==> config.mk <==
export PLATFORM = sky130hd
export DESIGN_NAME = mem_stage_wbuf
export DESIGN_NICKNAME = d
export VERILOG_FILES = /design/src/rtl/mem_stage_wbuf.sv
export SDC_FILE = /design/constraint.sdc
export NUM_CORES = 1
export LEC_CHECK = 0
export CAP_MARGIN = 30
export CORE_MARGIN = 3
export CORE_UTILIZATION = 50
export CTS_BUF_LIST = sky130_fd_sc_hd__clkbuf_4 sky130_fd_sc_hd__clkbuf_8 sky130_fd_sc_hd__clkbuf_16
export DETAILED_ROUTE_END_ITERATION = 6
export DONT_BUFFER_PORTS = 1
export PLACE_DENSITY = 0.68
export SYNTH_ARGS = -nofsm -noshare
export SYNTH_HDL_FRONTEND = slang
export SYNTH_SLANG_ARGS = --single-unit
==> constraint.sdc <==
create_clock -name clk -period 4 [get_ports clk]
set_clock_uncertainty 0.1 [all_clocks]
set_input_delay 0.8 -clock clk [delete_from_list [all_inputs] [get_ports clk]]
set_output_delay 0.8 -clock clk [all_outputs]
set_load 0.05 [all_outputs]
==> src/rtl/mem_stage_wbuf.sv <==
// Memory stage with a posted write buffer in front of a single-port backend.
// Loads forward from the newest buffered store or go to the backend ahead of drains.
module mem_stage_wbuf #(
    parameter int AW    = 32,
    parameter int DW    = 32,
    parameter int DEPTH = 4
) (
    input  logic          clk,
    input  logic          rst,
    input  logic          WB_EN_IN,
    input  logic          Mem_R_EN,
    input  logic          Mem_W_EN,
    input  logic [AW-1:0] ALU_res,
    input  logic [DW-1:0] Val_Rm,
    output logic          WB_EN_OUT,
    output logic [DW-1:0] data_mem,
    output logic          Ready,
    output logic          buf_empty,
    output logic          mem_req,
    output logic          mem_we,
    output logic [AW-1:0] mem_addr,
    output logic [DW-1:0] mem_wdata,
    input  logic [DW-1:0] mem_rdata,
    input  logic          mem_ready
);
    localparam int OFS = $clog2(DW / 8);
    localparam int TW  = AW - OFS;
    localparam int PW  = $clog2(DEPTH);
    localparam int CW  = PW + 1;

    typedef enum logic [1:0] {S_IDLE, S_WR, S_RD} state_t;

    state_t        r_state;
    logic [TW-1:0] r_tag  [DEPTH];
    logic [DW-1:0] r_data [DEPTH];
    logic [PW-1:0] r_rd_ptr;
    logic [PW-1:0] r_wr_ptr;
    logic [CW-1:0] r_count;
    logic          r_mem_req;
    logic          r_mem_we;
    logic [AW-1:0] r_mem_addr;
    logic [DW-1:0] r_mem_wdata;

    logic          w_store;
    logic          w_load;
    logic          w_pop;
    logic          w_push;
    logic          w_full;
    logic          w_hit;
    logic          w_miss;
    logic          w_rd_done;
    logic [DW-1:0] w_fwd;
    logic [TW-1:0] w_ld_tag;
    logic [AW-1:0] w_rd_addr;
    logic [PW-1:0] w_next_head;
    logic          w_unused;

    assign w_ld_tag    = ALU_res[AW-1:OFS];
    assign w_rd_addr   = {w_ld_tag, {OFS{1'b0}}};
    assign w_unused    = ^ALU_res[OFS-1:0];
    assign w_next_head = r_rd_ptr + PW'(1);
    assign w_store     = Mem_W_EN;
    assign w_load      = Mem_R_EN && !Mem_W_EN;
    assign w_full      = (r_count == CW'(DEPTH));
    assign w_pop       = (r_state == S_WR) && mem_ready;
    assign w_rd_done   = (r_state == S_RD) && mem_ready;
    assign w_push      = w_store && (!w_full || w_pop);
    assign w_miss      = w_load && !w_hit;

    // Scan oldest to newest so the newest matching entry wins.
    always_comb begin
        logic [PW-1:0] v_idx;
        v_idx = r_rd_ptr;
        w_hit = 1'b0;
        w_fwd = '0;
        for (int i = 0; i < DEPTH; i++) begin
            v_idx = r_rd_ptr + PW'(i);
            if (CW'(i) < r_count && r_tag[v_idx] == w_ld_tag) begin
                w_hit = 1'b1;
                w_fwd = r_data[v_idx];
            end
        end
    end

    assign Ready     = w_store ? w_push : (w_miss ? w_rd_done : 1'b1);
    assign data_mem  = (w_load && w_hit) ? w_fwd :
                       ((w_miss && w_rd_done) ? mem_rdata : '0);
    assign WB_EN_OUT = WB_EN_IN && Ready;
    assign buf_empty = (r_count == '0) && (r_state != S_WR);
    assign mem_req   = r_mem_req;
    assign mem_we    = r_mem_we;
    assign mem_addr  = r_mem_addr;
    assign mem_wdata = r_mem_wdata;

    always_ff @(posedge clk) begin
        if (w_push) begin
            r_tag[r_wr_ptr]  <= w_ld_tag;
            r_data[r_wr_ptr] <= Val_Rm;
        end
    end

    always_ff @(posedge clk) begin
        if (rst) begin
            r_state     <= S_IDLE;
            r_rd_ptr    <= '0;
            r_wr_ptr    <= '0;
            r_count     <= '0;
            r_mem_req   <= 1'b0;
            r_mem_we    <= 1'b0;
            r_mem_addr  <= '0;
            r_mem_wdata <= '0;
        end else begin
            if (w_push) begin
                r_wr_ptr <= r_wr_ptr + PW'(1);
            end
            if (w_pop) begin
                r_rd_ptr <= w_next_head;
            end
            r_count <= r_count + CW'(w_push) - CW'(w_pop);
            unique case (r_state)
                S_IDLE: begin
                    if (w_miss) begin
                        r_state    <= S_RD;
                        r_mem_req  <= 1'b1;
                        r_mem_we   <= 1'b0;
                        r_mem_addr <= w_rd_addr;
                    end else if (r_count != '0) begin
                        r_state     <= S_WR;
                        r_mem_req   <= 1'b1;
                        r_mem_we    <= 1'b1;
                        r_mem_addr  <= {r_tag[r_rd_ptr], {OFS{1'b0}}};
                        r_mem_wdata <= r_data[r_rd_ptr];
                    end
                end
                S_WR: begin
                    // A write in flight always completes before a read is issued.
                    if (mem_ready) begin
                        if (w_miss) begin
                            r_state    <= S_RD;
                            r_mem_we   <= 1'b0;
                            r_mem_addr <= w_rd_addr;
                        end else if (r_count > CW'(1)) begin
                            r_mem_addr  <= {r_tag[w_next_head], {OFS{1'b0}}};
                            r_mem_wdata <= r_data[w_next_head];
                        end else begin
                            r_state   <= S_IDLE;
                            r_mem_req <= 1'b0;
                            r_mem_we  <= 1'b0;
                        end
                    end
                end
                S_RD: begin
                    if (mem_ready) begin
                        r_state   <= S_IDLE;
                        r_mem_req <= 1'b0;
                    end
                end
                default: begin
                    r_state   <= S_IDLE;
                    r_mem_req <= 1'b0;
                end
            endcase
        end
    end
endmodule

# Word-level counts from Yosys, hierarchy flattened
# Memory sizes are Yosys's and may differ from the RTL's. A register that Yosys moved wholly into a read port is not among the register bits.
# Index checks and enable logic that the tools add are counted.
[op_classes]
addsub = 6
n_eq_ne = 18
order_cmp = 5
n_mux = 48
reduce_logical = 26
[op_table]
columns = ["cell", "n"]
rows = [
  ["two-way mux 32 bit", 16],
  ["one-hot mux 32 bit (2 select lines)", 2],
  ["equality test 30 bit", 4],
  ["two-way mux 2 bit", 10],
  ["two-way mux 1 bit", 17],
  ["logical AND 1 bit", 13],
  ["!= test 2 bit, second input constant", 6],
  ["AND reduction 4 bit", 3],
  ["less-than comparator 1 x 3 -> 1 bit, first input constant", 2],
  ["less-than comparator 2 x 3 -> 1 bit, first input constant", 2],
  ["!= test 3 bit, second input constant", 2],
  ["one-hot mux 2 bit (3 select lines)", 1],
  ["AND reduction 6 bit", 1],
  ["AND reduction 5 bit", 1],
  ["adder 2 x 1 -> 2 bit, second input constant", 2],
  ["adder 2 bit, second input constant", 2],
  ["!= test 2 x 1 -> 1 bit, second input constant", 2],
  ["adder 3 x 1 -> 3 bit", 1],
  ["equality test 3 bit, second input constant", 1],
  ["> comparator 3 x 1 -> 1 bit, second input constant", 1],
  ["logical NOT 1 bit", 3],
  ["logical NOT 3 bit", 1],
  ["!= test 3 x 2 -> 1 bit, second input constant", 1],
  ["one-hot mux 1 bit (3 select lines)", 1],
  ["8 further kinds", 8],
]
[word_totals]
reg_bits = 75
elab_cells = 113
n_memories = 2
ram_bits = 248
output_inout_bits = 101
in_bits = 102
[memory_table]
columns = ["memory", "depth", "width", "rd", "rd_clocked_by_memory_dff", "wr", "line", "rtl"]
rows = [
  ["r_data", 4, 32, 4, 1, 1, "35", "logic [DW-1:0] r_data [DEPTH];"],
  ["r_tag", 4, 30, 4, 1, 1, "34", "logic [TW-1:0] r_tag [DEPTH];"],
]

# Longest topological paths before layout
# Gate-level depths: netlist (run 1).
# An unclocked memory read counts as a cell.
[depth]
word_depth = 12
mapped_depth = 17
depth_no_buf = 10

# Worst setup path after synthesis (run 1)
# Ideal clock, no wire load.
[synth_path]
kind = "input -> output"
startpoint = "input ALU_res[15]"
endpoint = "output data_mem[10]"
setup_slack_ns = -0.920
required_ns = 3.100
arrival_time_ns = 4.020
path_stages = 11
path_buffers = 4
cell_sequence = "buf_1 > clkbuf_1 > nor3_1 > a21oi_1 > o2111ai_1 > a2111oi_2 > nand4_1 > clkbuf_1 > clkbuf_1 > o211a_1 > o31ai_1"
[synth_between]
elab_chain_len = 11
word_cells_on_any_way = 22
classes_between = "eq/ne: 4; mux: 10; reduce/logical: 8"
[synth_rtl]
columns = ["element", "line", "rtl"]
rows = [
  ["start, declared", "13", "input logic [AW-1:0] ALU_res,"],
  ["equality test 30 bit", "78", "if (CW'(i) < r_count && r_tag[v_idx] == w_ld_tag) begin"],
  ["logical AND 1 bit", "78", ""],
  ["two-way mux 1 bit (4 in a row)", "78", ""],
  ["logical NOT 1 bit", "68", "assign w_miss = w_load && !w_hit;"],
  ["logical AND 1 bit", "68", ""],
  ["logical AND 1 bit", "87", "((w_miss && w_rd_done) ? mem_rdata : '0);"],
  ["two-way mux 32 bit", "87", ""],
  ["two-way mux 32 bit (*)", "86", "assign data_mem = (w_load && w_hit) ? w_fwd :"],
  ["end, declared", "16", "output logic [DW-1:0] data_mem,"],
]
# Every way passes the cells marked *; elsewhere a longest branch is shown, timed or not.

# Worst setup path in the final report (run 1)
[layout_path]
startpoint = "register r_rd_ptr[0]"
endpoint = "output data_mem[21]"
[layout_between]
elab_chain_len = 12
word_cells_on_any_way = 23
classes_between = "add/sub: 3; eq/ne: 3; mux: 8; reduce/logical: 7; memory: 2"
[layout_rtl]
columns = ["element", "line", "rtl"]
rows = [
  ["start, declared", "36", "logic [PW-1:0] r_rd_ptr;"],
  ["start signal, assigned", "117", "r_rd_ptr <= w_next_head;"],
  ["adder 2 x 1 -> 2 bit", "77", "v_idx = r_rd_ptr + PW'(i);"],
  ["memory read (4 x 30 bit)", "-", ""],
  ["equality test 30 bit", "78", ""],
  ["logical AND 1 bit", "78", ""],
  ["two-way mux 1 bit (3 in a row)", "78", ""],
  ["logical NOT 1 bit", "68", ""],
  ["logical AND 1 bit", "68", ""],
  ["logical AND 1 bit", "87", ""],
  ["two-way mux 32 bit", "87", ""],
  ["two-way mux 32 bit (*)", "86", ""],
]
# Marks and branches as above.

==> results.md, run 1 <==
* # DRC at 0
* Met1 wire length at 27.6 mm
* DP Area at 0.0234 sq mm
* Wire per inst at 28.0 microns
* Seq/Total Area, Yosys at 44.1%
* CTS root buf: clkbuf_16
* WP data required at 3100 ps
* Type of the worst setup path: register to output pin
* Adder-cell share of the synthesized area at 0.591%
* Mapped Cells at 1743
* Rows at 73
* Initial Util at 50.9%
* Initial antenna violation count at 0
* Pleak at 8.52 nW
* Slew Limit Headroom at 20.8%
* Placed cell count at 2353
* Final min period at 4820 ps
* Startpoint Class: register
* Hold Buf Count CTS at 0
* Worst EP arrival at 3920 ps
* Share of layout cells above drive strength 1 at 37.3%
* Area growth, synth to finish at 29.1%
* Post-Synth XOR/XNOR Area at 4.57%
* Final worst-path setup slack at -824 ps
* Clk sinks at 323
* Die W at 208 microns
* Cell taking the most area after synthesis: edfxtp_1
* Worst Path Max Fanout at 10
* Synth Cell Area at 0.0203 sq mm
* Vias in the first global route at 16130
* Register bit total from synthesis at 323
* CTS tree: yes
* Synth top area share at 36.7%
* Worst slew pin tran at 1190 ps
* Top layer in use: met4
* Congestion Overflow GR at 0
* R2R Setup Slk at -190 ps
* Syn. warnings at 0
* Outcome: complete, but fails checks
* Max Cap Viol at 0
* Worst setup endpoint: data_mem[21]
* Avg Cell Area, Syn at 11.7 sq um
* Final period util at 121%
* Most frequent cell after synthesis: edfxtp_1
* Min-Delay Path Class: primary input to register
* Total negative setup slack at -30140 ps
* Post-Layout Cell Count at 2469
* Synth Area in Compound Gates at 14.2%
* Mux cell area share after synthesis at 23.6%
* Peak supply drop at 312 uV
* Final HPWL DP at 44.7 mm
* Post-Layout Inst Area at 0.0262 sq mm
* Synth top area cells: edfxtp_1, mux4_2, dfxtp_1
* DR pass1 iterations at 5
* Final hold violation count at 0
* Ant. Diodes at 0
* Simple-Gate Fraction of Synth Area at 8.49%
* Clock slew seen by the registers of the worst setup and hold paths at 60 ps
* Area of the core at 0.0399 sq mm
* Count of final max-slew check failures at 0
* End of the worst register-to-register path: mem_addr[22]
* Final wirelength at 69.2 mm
* Ys async rst share at 0%
* All-Layer GR Usage at 30.3%
* Reg2reg path depth at 17
* Final Wtd Congestion at 0.979
* Routed vias at 16733
* Clk_lat worst skew at 560 ps
* Vias per cell at 6.78
* Total power at 0.0128 W
* Detailed Route Iter0 Violations at 1858
* Number of flops mapped to enable cells by yosys at 248
* Unrepaired setup endpoints after global routing: yes
* I/O Pins at 203
* Failing checks: negative setup slack
* Main combinational cell family by area after synthesis: multiplexers
* CP Capture Type: output pin
* Die span in y at 208 microns
* Clock Path Buffers at 3
* PwrDens at 487 mW/mm^2
* Setup Viol. Count Final at 64
* Final Net Count at 2028
* ANT nets after route at 0
* Final Util at 65.7%
* Port Buffers at 0
* Post-synthesis cell type count at 65
* Routed wl met2 at 31.8 mm
* Largest net degree at the start of global routing at 88
* Top_reg_cell synth: edfxtp_1
* Full die area at 0.0431 sq mm
* Most instantiated cells after synthesis: edfxtp_1, nor2_1, mux2i_1
* Metal3 WL at 7.32 mm
* H-tree Lvls at 2
* CP startpoint: r_rd_ptr[0]
* First-pass GRT wire length at 101 mm
* Total CTS buffers at 36
* Max Clk Rate at 207 MHz
-- worst min-delay path by stage --
stage / from / to / slack [ps] / depth (start not counted)
finish: rst / r_rd_ptr[0] / 210 / 1
global route: rst / r_rd_ptr[0] / 210 / 1
CTS: rst / r_rd_ptr[0] / 180 / 1
detailed placement: r_wr_ptr[0] / r_wr_ptr[0] / 480 / 2
global placement: r_wr_ptr[0] / r_wr_ptr[0] / 460 / 2
floorplan: r_state[1] / r_state[1] / 430 / 2
-- cells by family (layout without fill, tap and decap cells) --
family	count (synthesis)	in the layout
other	1	2
DFF	323	323
and+or+nand+nor	386	389
muxes	314	314
xor gates and xnor gates	106	106
AOI/OAI and AO/OA	410	410
adders and majority gates	9	9
buffers and inverters	194	391
-- worst max-delay path, cell delays in order, from the launching register on --
cell	delay, ps
dfxtp_4	420
buf_12	160
buf_12	150
buf_12	130
mux4_2	340
xor2_2	220
nor4_4	60
buf_4	160
nand4_1	60
and4b_2	290
a21boi_4	290
buf_6	170
nand2_8	90
buf_12	170
o31ai_4	620
-- through the flow --
stage                     worst slack [ps]  hold WS, ps
after floorplan                      -80.1          429
after global placement                -421          456
after detailed placement              -419          484
after CTS                             -755          182
after global routing                  -893          208
final                                 -824          214
-- layer usage --
| metal | global-route usage [%] | up-vias |
|---|---|---|
| met3 | 6.88 | 181 |
| met5 | 0 | - |
| met1 | 42.1 | 8435 |
| li1 | - | 7157 |
| met2 | 47.1 | 960 |
| met4 | 11.3 | 0 |
-- final cells by class --
class / count / area, sq um
inverters: 15 / 57.6
multi-input cells: 1230 / 12000
repair buffers: 311 / 3360
flip-flops and latches: 323 / 8960
clock inverters: 17 / 158
fillers: 2813 / 13700
well taps: 525 / 657
clock buffers: 48 / 1020
-- where the power goes --
| part | switching, W | internal (W) | total (W) |
|---|---|---|---|
| clock | 0.00138 | 0.00194 | 0.00331 |
| combinational | 0.00215 | 0.00176 | 0.00391 |
| sequential | 0.00134 | 0.00420 | 0.00554 |
-- layout by cell type, fill, tap and decap left out, types with 56 or more instances in the layout --
cell      synthesis  final
mux2i_1         143    125
a21oi_1          89     87
buf_4             7    222
edfxtp_1        248    248
dfxtp_1          75     71
mux4_2          128    128
nor2_1          166    164
xnor2_1          75     65
o21ai_0          58     56
nand2_1          99     98
buf_12            0     60
-- registers in the layout, indices dropped and copies added (netlist names), named ones only --
signal	flops
r_count	3
mem_we	1
mem_addr	30
r_wr_ptr	2
r_tag	120
mem_wdata	32
r_rd_ptr	2
r_data	128
r_state	2
mem_req	1
-- what timing repair did --
action | 4_1_cts | 5_1_grt
resized for setup | 134 | 58
endpoints found under the setup margin | 46 | 65
buffers inserted | 34 | 6
pin swaps | 39 | 13
cloned | 8 | 5
(Power assumes the default switching activity.)
==> run 2, diff against run 1 <==
--- a/config.mk
+++ b/config.mk
@@ -6,7 +6,7 @@
 export NUM_CORES = 1
 export LEC_CHECK = 0
 export CAP_MARGIN = 30
-export CORE_MARGIN = 3
+export CORE_MARGIN = 8
 export CORE_UTILIZATION = 50
 export CTS_BUF_LIST = sky130_fd_sc_hd__clkbuf_4 sky130_fd_sc_hd__clkbuf_8 sky130_fd_sc_hd__clkbuf_16
 export DETAILED_ROUTE_END_ITERATION = 6
@@ -15,3 +15,4 @@
 export SYNTH_ARGS = -nofsm -noshare
 export SYNTH_HDL_FRONTEND = slang
 export SYNTH_SLANG_ARGS = --single-unit
+export TNS_END_PERCENT = 100
==> results.md, run 2 (same netlist as run 1, synthesis figures left out) <==
* Vias per cell at 6.77 (-0.14%)
* Slew Limit Headroom at 45.8% (+25 points)
* DR pass1 iterations at 5 (unchanged)
* Type of the worst setup path: register to output pin
* Final hold violation count at 0 (unchanged)
* Count of final max-slew check failures at 0 (unchanged)
* Total CTS buffers at 36 (unchanged)
* Detailed Route Iter0 Violations at 2223 (+20%)
* Most used cell, CP: buf_12
* Unrepaired setup endpoints after global routing: yes
* Final Wtd Congestion at 0.991 (+1.2%)
* H-tree Lvls at 2 (unchanged)
* Ant. Diodes at 0 (unchanged)
* HP Start: rst
* Reg2reg path depth at 17 (unchanged)
* Port Buffers at 0 (unchanged)
* Final min period at 4850 ps (+27.9 ps)
* Routed vias at 16974 (+1.4%)
* Setup Viol. Count Final at 64 (unchanged)
* Worst Hold End: mem_wdata[27]
* Rows at 74 (+1.4%)
* Worst EP arrival at 3950 ps (+30 ps)
* End of the worst register-to-register path: mem_addr[29]
* WP data required at 3100 ps (about the same)
* Area of the core at 0.0405 sq mm (+1.4%)
* CP Capture Type: output pin
* Cells on Worst Hold Path at 1 (unchanged)
* First-pass GRT wire length at 104 mm (+2.8%)
* Failing checks: negative setup slack
* # DRC at 0 (unchanged)
* Final period util at 121% (+0.70 points)
* Initial Util at 50.2% (-0.69 points)
* Pleak at 8.84 nW (+3.8%)
* Die W at 218 microns (+4.8%)
* Largest net degree at the start of global routing at 70 (-20%)
* All-Layer GR Usage at 28.5% (-1.8 points)
* Dpl ws at -470 ps (-50.4 ps)
* ANT nets after route at 0 (unchanged)
* Hold slack at 206 ps (-8.07 ps)
* Die span in y at 218 microns (+4.8%)
* Largest register FFs at 128 (unchanged)
* Outcome: complete, but fails checks
* CP Cell Sequence: buf_12 -> buf_12 -> mux4_2 -> xor2_1 -> nor4_2 -> buf_4 -> nand4_1 -> and4b_2 -> buf_4 -> a21boi_4 -> buf_12 -> and4_4 -> a31oi_2 -> o31ai_4 -> buf_12
* Area growth, synth to finish at 32.3%
* Total power at 0.0133 W (+4.6%)
* I/O Pins at 203 (unchanged)
* Worst Path Max Fanout at 9 (-1)
* Vias in the first global route at 16504 (+2.3%)
* Worst slew pin tran at 811 ps (-378 ps)
* Startpoint Class: register
* Clock Path Buffers at 3 (unchanged)
* Max Clk Rate at 206 MHz (-0.57%)
* Wire per inst at 29.3 microns (+4.7%)
* FF+latch area at 0.00896 sq mm (unchanged)
* Clk sinks at 323 (unchanged)
* Initial antenna violation count at 0 (unchanged)
* CTS tree: yes
* Share of layout cells above drive strength 1 at 39.4% (+2.0 points)
* Final Util at 66.4% (+0.73 points)
* Clk_lat worst skew at 580 ps (+20 ps)
* Final HPWL DP at 45.6 mm (+2.1%)
* Full die area at 0.0473 sq mm (+9.9%)
* CTS root buf: clkbuf_16
* Final worst-path setup slack at -852 ps (-27.9 ps)
* Footprint of the multi-input gates at 0.0120 sq mm (about the same)
* Peak supply drop at 298 uV (-4.5%)
* Filler cells at 2833 (+0.71%)
* Congestion Overflow GR at 0 (unchanged)
* Critical R2R Launch: r_rd_ptr[0]
* R2R Setup Slk at -90 ps (+100 ps)
* Most frequent cells in the layout: edfxtp_1, buf_4, nor2_1
* Final Net Count at 2059 (+1.5%)
* Min-Delay Path Class: primary input to register
* Total negative setup slack at -28670 ps (+1470 ps)
* Clock slew seen by the registers of the worst setup and hold paths at 70 ps (about the same)
* CP max stage delay at 420 ps (-200 ps)
* PwrDens at 496 mW/mm^2 (+2.0%)
* Max Cap Viol at 0 (unchanged)
* Register bank with the most flops: r_data
* Final wirelength at 73.6 mm (+6.3%)
* Worst path slowest cell: dfxtp_4
* Commonest non-fill, non-tap cell in the layout: edfxtp_1
==> run 2: worst max-delay path: cells and delay by family (launching register included) <==
family                 cells  cell delay, ps
buffers and inverters      6             910
flip-flops                 1             420
XOR/XNOR                   1             180
AO/OA/AOI/OAI              3             440
multiplexers               1             300
AND/OR/NAND/NOR            4            1090
==> run 2: timing repair <==
action / CTS / global route
gates cloned: 5 / 14
endpoints found under the setup margin: 57 / 52
pin swaps: 19 / 31
buffers inserted: 22 / 27
gates resized for setup: 77 / 130
hold buffers: 0 / 0
==> run 2: how the worst max path moves through the flow <==
stage | end | depth (start not counted) | from | slack (ps)
finish | data_mem[6] | 15 | r_rd_ptr[0] | -850
global placement | mem_addr[9] | 16 | r_rd_ptr[0] | -480
CTS | data_mem[5] | 12 | register | -820
global route | data_mem[19] | 18 | r_rd_ptr[0] | -940
floorplan | data_mem[22] | 17 | r_rd_ptr[0] | -80
detailed placement | data_mem[16] | 15 | r_rd_ptr[0] | -470
==> run 2: through the flow <==
stage,std cells,cell area [sq um]
2_1_floorplan,1744,21000
3_3_place_gp,2375,23600
3_5_place_dp,2376,23600
4_1_cts,2469,25700
5_1_grt,2508,26900
6_report,2508,26900
==> run 2: report_power, final <==
part | internal, W | switching, W | total (W) | leakage (nW)
logic | 0.00186 | 0.00222 | 0.00408 | 5.29
registers | 0.00420 | 0.00136 | 0.00557 | 2.89
clock network | 0.00226 | 0.00144 | 0.00370 | 0.660
==> run 2: layout make-up <==
cell class	instances	share of cell area, %
repair buffers	342	14.4
clock buffers	46	3.77
multi-input cells	1230	44.7
inverters	15	0.214
flip-flops and latches	323	33.3
well taps	532	2.48
clock inverters	20	1.13
==> run 2: metal layers <==
metal | global-route usage, % | up-vias | part of all wire, %
met3 | 7.43 | 213 | 11
met4 | 10.6 | 0 | 4.4
met5 | 0 | - | 0
met1 | 37.1 | 8510 | 39
met2 | 45.6 | 1041 | 46
li1 | - | 7210 | -
==> patch 1: new RTL, flow settings as in run 2 <==
Set the parameter `AW` to 16 (it was 32).
--- a/src/rtl/mem_stage_wbuf.sv
+++ b/src/rtl/mem_stage_wbuf.sv
@@ -3,3 +3,3 @@
 module mem_stage_wbuf #(
-    parameter int AW    = 32,
+    parameter int AW    = 16,
     parameter int DW    = 32,
Interface: changed (resized ALU_res and mem_addr); port bits go from 203 to 171. The function was not compared with the original's and may differ.
==> patch 1 against run 2 <==
The run still ends with negative setup slack left; critical path type unchanged; design area is 32% lower; critical endpoint is now data_mem[15]; power fell by 26%; via count fell by 36%; routed wire length is 42% lower; sequential share of layout area is 3.2 points higher; sequential cell count decreased by 80; worst setup slack better by 0.29 ns; synthesized area decreased by 27%; clock power decreased by 28%.
==> patch 1: results (changes against run 2) <==
{
  "status": {"value": "finished, violations left"},
  "failed_checks": {"value": "negative setup slack"},
  "seqAreaFraction": {"value": 36.6, "unit": "%", "change": "+3.2 points"},
  "synth.top_cell.area_share": {"value": 37.1, "unit": "%", "change": "+0.39 points"},
  "met2_length": {"value": 20.9, "unit": "mm", "change": "-38%"},
  "clock_area_share": {"value": 5.35, "unit": "%", "change": "+0.46 points"},
  "clock_buffer_count": {"value": 31, "change": "-33%"},
  "via_count": {"value": 10890, "change": "-36%"},
  "slew_headroom": {"value": 36.6, "unit": "%", "change": "-9.2 points"},
  "ys_top_cells_by_area": {"value": "sky130_fd_sc_hd__edfxtp_1 37%, sky130_fd_sc_hd__mux4_2 14%, sky130_fd_sc_hd__mux2i_1 10%"},
  "synthTopCellsByCount": {"value": "184 x sky130_fd_sc_hd__edfxtp_1, 150 x sky130_fd_sc_hd__mux2i_1, 97 x sky130_fd_sc_hd__nor2_1, 92 x sky130_fd_sc_hd__mux4_2, 85 x sky130_fd_sc_hd__o21ai_0"},
  "worst-r2r-cell-count": {"value": 14, "change": "-3"},
  "synth-compound-area-share": {"value": 12.8, "unit": "%", "change": "-1.5 points"},
  "first_pass_grt_wire_length": {"value": 65.6, "unit": "mm", "change": "-37%"},
  "timing.setup.tns": {"value": -17.75, "unit": "ns", "change": "+10.93 ns"},
  "arrival": {"value": 3.66, "unit": "ns", "change": "-0.29 ns"},
  "ys_ff_latch": {"value": 243, "change": "-25%"},
  "synth_edf_count": {"value": 184, "change": "-26%"},
  "power": {"value": 0.00984, "unit": "W", "change": "-26%"},
  "grtUsageMet2": {"value": 38.9, "unit": "%", "change": "-6.6 points"},
  "cts-buffers-inserted": {"value": 29, "change": "-19%"},
  "use_met3": {"value": 6.32, "unit": "%", "change": "-1.1 points"},
  "synthXorXnorAreaFrac": {"value": 3.05, "unit": "%", "change": "-1.5 points"},
  "rrSetupSlack": {"value": 0.16, "unit": "ns", "change": "+0.25 ns"},
  "rr_endpoint": {"value": "mem_wdata[21]"},
  "hold-path-endpoint": {"value": "mem_wdata[14]"},
  "wl_met3": {"value": 3.61, "unit": "mm", "change": "-56%"},
  "fill_cells": {"value": 2252, "change": "-21%"},
  "comb_power_share": {"value": 29.1, "unit": "%", "change": "-1.5 points"},
  "timing.final.setup_violations": {"value": 34, "change": "-47%"},
  "power.switching_fraction": {"value": 37.6, "unit": "%", "change": "about the same"},
  "static-leakage-power": {"value": 6.37, "unit": "nW", "change": "-28%"},
  "grt_pass1_vias": {"value": 11235, "change": "-32%"},
  "multi_input_area_share": {"value": 44.1, "unit": "%", "change": "-0.55 points"},
  "layout_setup_ws": {"value": -0.558, "unit": "ns", "change": "+0.294 ns"},
  "hold_slack": {"value": 0.216, "unit": "ns", "change": "+0.0106 ns"},
  "slowest_delay": {"value": 0.57, "unit": "ns", "change": "+0.15 ns"},
  "finalWirelength": {"value": 42.4, "unit": "mm", "change": "-42%"}
}
## patch 1: changes by cell type after synthesis, moves of 31 or more
cell / change
sky130_fd_sc_hd__a311oi_1: -32
sky130_fd_sc_hd__mux4_2: -36
sky130_fd_sc_hd__clkbuf_1: -44
sky130_fd_sc_hd__o211a_1: -32
sky130_fd_sc_hd__nor2_1: -69
sky130_fd_sc_hd__nand2_1: -50
sky130_fd_sc_hd__edfxtp_1: -64
sky130_fd_sc_hd__a31oi_1: -33
sky130_fd_sc_hd__xnor2_1: -33
sky130_fd_sc_hd__o31ai_1: -32
sky130_fd_sc_hd__a21oi_1: -31
## patch 1: worst register-to-register path, stage by stage, from the launching register on
cell and delay, ns:
sky130_fd_sc_hd__dfxtp_4 0.41, sky130_fd_sc_hd__buf_4 0.16, sky130_fd_sc_hd__buf_12 0.13, sky130_fd_sc_hd__mux4_2 0.54, sky130_fd_sc_hd__xnor2_2 0.25, sky130_fd_sc_hd__o2111ai_1 0.15, sky130_fd_sc_hd__or4_4 0.57, sky130_fd_sc_hd__nand4_4 0.14
sky130_fd_sc_hd__buf_4 0.12, sky130_fd_sc_hd__buf_4 0.10, sky130_fd_sc_hd__buf_6 0.23, sky130_fd_sc_hd__and3b_2 0.31, sky130_fd_sc_hd__buf_12 0.19, sky130_fd_sc_hd__nor2_1 0.08, sky130_fd_sc_hd__a211oi_1 0.29
## patch 1: worst max path at each step
| stage | endpoint | startpoint |
|---|---|---|
| 2_1_floorplan | data_mem[10] | ALU_res[13] |
| 3_5_place_dp | data_mem[30] | flip-flop |
| 3_3_place_gp | data_mem[22] | flip-flop |
| 5_1_grt | data_mem[22] | r_rd_ptr[0] |
| 4_1_cts | data_mem[22] | r_rd_ptr[0] |
| 6_report | data_mem[15] | r_rd_ptr[0] |
==> patch 2: new RTL, settings of run 2 <==
Without the edit above. Reset style: asynchronous (`rst`), changed in one clocked block.
--- a/src/rtl/mem_stage_wbuf.sv
+++ b/src/rtl/mem_stage_wbuf.sv
@@ -101,3 +101,3 @@
 
-    always_ff @(posedge clk) begin
+    always_ff @(posedge clk or posedge rst) begin
         if (rst) begin
Formal check against the unedited RTL: differs if rst is asserted again (counterexample within 4 cycles, from zero or initial values and one cycle with rst high); with rst held inactive, the same outputs for 4 cycles.
==> patch 2 against run 2 <==
The flow still finishes with violations (negative setup slack); worst setup slack got worse by 0.41 ns; highest routed layer is now met5; sequential cell count fell by 2; design area is 2.5% higher; routed wire length fell by 0.83%; via count is 4.7% higher; synthesized area rose by 4.9%; hold slack gained 0.010 ns.
Power is not compared: it rests on default switching activity, and its combinational part moved more than twofold at a synthesized area within 25%.
==> patch 2: results (changes against run 2) <==
{
  "synthXorXnorAreaFrac": {"value": 4.28, "unit": "%", "change": "-0.30 points"},
  "worstHoldPathCells": {"value": 0, "change": "-1"},
  "muxShareOfSynthArea": {"value": 25.1, "unit": "%", "change": "+1.5 points"},
  "synthDistinctLibCells": {"value": 74, "change": "+14%"},
  "grt_max_degree": {"value": 93, "change": "+33%"},
  "cts-buffers-inserted": {"value": 38, "change": "+5.6%"},
  "synthTopCellsByCount": {"value": "248 x sky130_fd_sc_hd__edfxtp_1, 207 x sky130_fd_sc_hd__mux2i_1, 177 x sky130_fd_sc_hd__mux2_2, 137 x sky130_fd_sc_hd__nor2_1, 109 x sky130_fd_sc_hd__clkbuf_1"},
  "finalWirelength": {"value": 73.0, "unit": "mm", "change": "-0.83%"},
  "synthAdderAreaFrac": {"value": 0.505, "unit": "%", "change": "-0.086 points"},
  "hold-path-endpoint": {"value": "r_data[3][11]"},
  "highest_fanout_seen_on_the_critical_path": {"value": 7, "change": "-2"},
  "async_reset_ff_share": {"value": 22.7, "unit": "%", "change": "+23 points"},
  "slew_headroom": {"value": 26.9, "unit": "%", "change": "-19 points"},
  "slowest_delay": {"value": 0.54, "unit": "ns", "change": "+0.12 ns"},
  "timing.final.setup_violations": {"value": 97, "change": "+52%"},
  "status": {"value": "finished, violations left"},
  "synth-compound-area-share": {"value": 13.7, "unit": "%", "change": "-0.56 points"},
  "timing.hold.worst.start": {"value": "Val_Rm[11]"},
  "ys_seq_area_share": {"value": 43.5, "unit": "%", "change": "-0.53 points"},
  "post_route_cells_drive_above_1_share": {"value": 39.1, "unit": "%", "change": "-0.23 points"},
  "grt_use_total": {"value": 27.4, "unit": "%", "change": "-1.1 points"},
  "ys_top_cells_by_area": {"value": "sky130_fd_sc_hd__edfxtp_1 35%, sky130_fd_sc_hd__mux2i_1 9.7%, sky130_fd_sc_hd__mux2_2 9.4%"},
  "detailed_place_hpwl": {"value": 47.1, "unit": "mm", "change": "+3.2%"},
  "rr_endpoint": {"value": "mem_addr[14]"},
  "layout_nets": {"value": 2239, "change": "+8.7%"},
  "first_pass_grt_wire_length": {"value": 106, "unit": "mm", "change": "+2.0%"},
  "worst_r2r_startpoint": {"value": "r_rd_ptr[0]"},
  "syn-mean-instance-area": {"value": 11.4, "unit": "sq um", "change": "-2.3%"},
  "failed_checks": {"value": "negative setup slack"},
  "via_count": {"value": 17777, "change": "+4.7%"},
  "grt_antenna_before_repair": {"value": 1, "change": "+1"},
  "vias_per_cell": {"value": 6.59, "change": "-2.6%"},
  "arrival": {"value": 4.37, "unit": "ns", "change": "+0.42 ns"},
  "layout_setup_ws": {"value": -1.27, "unit": "ns", "change": "-0.414 ns"},
  "gpl.final_weighted_congestion": {"value": 0.960, "change": "-3.1%"},
  "worst-r2r-cell-count": {"value": 19, "change": "+2"},
  "drtPass1Iterations": {"value": 6, "change": "+1"}
}
==> patch 2: changes by cell type after synthesis, sizes merged, moves of 53 or more <==
cell | run 2 | this run
dfrtp | 0 | 73
a21oi | 89 | 33
dfxtp | 75 | 0
mux2 | 41 | 209
mux4 | 128 | 36
mux2i | 145 | 207
or3 | 0 | 53
==> patch 2: cell families after synthesis <==
| kind of cell | Yosys count |
|---|---|
| multiplexers | 452 |
| AO/OA/AOI/OAI | 404 |
| AND/OR/NAND/NOR | 378 |
| flip-flops | 321 |
| buffers and inverters | 204 |
| XOR/XNOR | 104 |
| adder cells (fa/ha/maj) | 8 |
| other | 1 |
==> patch 2: worst max-delay path by stage <==
| stage | startpoint | to | slack [ns] | depth (start not counted) |
|---|---|---|---|---|
| 2_1_floorplan | r_rd_ptr[0] | data_mem[11] | -0.66 | 14 |
| 3_3_place_gp | r_rd_ptr[0] | data_mem[30] | -0.77 | 13 |
| 3_5_place_dp | r_rd_ptr[0] | data_mem[27] | -0.77 | 13 |
| 4_1_cts | r_rd_ptr[0] | data_mem[1] | -1.21 | 13 |
| 5_1_grt | r_rd_ptr[1] | data_mem[25] | -1.35 | 14 |
| 6_report | r_rd_ptr[0] | data_mem[1] | -1.27 | 14 |
==> patch 2: layer usage <==
| layer | routed length [microns] | GRT usage (%) |
|---|---|---|
| met3 | 6040 | 6.31 |
| met1 | 28000 | 33.0 |
| met2 | 35900 | 47.4 |
| met5 | 13 | 0 |
| met4 | 3010 | 10.8 |
==> patch 2: report_power, final <==
group | internal [W] | leakage, nW | switching (W)
registers | 0.00456 | 3.13 | 0.00180
clock network | 0.00211 | 0.641 | 0.00143
logic | 0.00560 | 6.80 | 0.00632
total | 0.0123 | 10.6 | 0.00955
==> patch 2: metrics by stage <==
stage / total power (W) / TNS (ns) / cell area (sq um) / setup slack, ns
2_1_floorplan: 0.0139 / -19.81 / 21900 / -0.657
3_3_place_gp: 0.0173 / -61.03 / 25100 / -0.769
3_5_place_dp: 0.0176 / -58.34 / 25100 / -0.775
4_1_cts: 0.0214 / -63.73 / 26900 / -1.21
5_1_grt: 0.0228 / -83.06 / 27500 / -1.35
6_report: 0.0218 / -73.30 / 27500 / -1.27
==> patch 2: area by class of cell <==
| type | instances | area (sq um) |
|---|---|---|
| inverters | 23 | 91.3 |
| repair buffers | 394 | 4020 |
| fillers | 3109 | 14500 |
| clock inverters | 14 | 135 |
| flip-flops and latches | 321 | 9280 |
| multi-input cells | 1351 | 12200 |
| clock buffers | 56 | 1140 |
| well taps | 539 | 674 |
==> patch 2: repair_timing <==
action / in CTS / in global routing
hold buffers: 0 / 1
endpoints found under the setup margin: 99 / 99
gates resized for setup: 50 / 66
buffers inserted: 11 / 4
hold endpoints to repair: 0 / 14
cloned: 4 / 10
pin swaps: 8 / 17
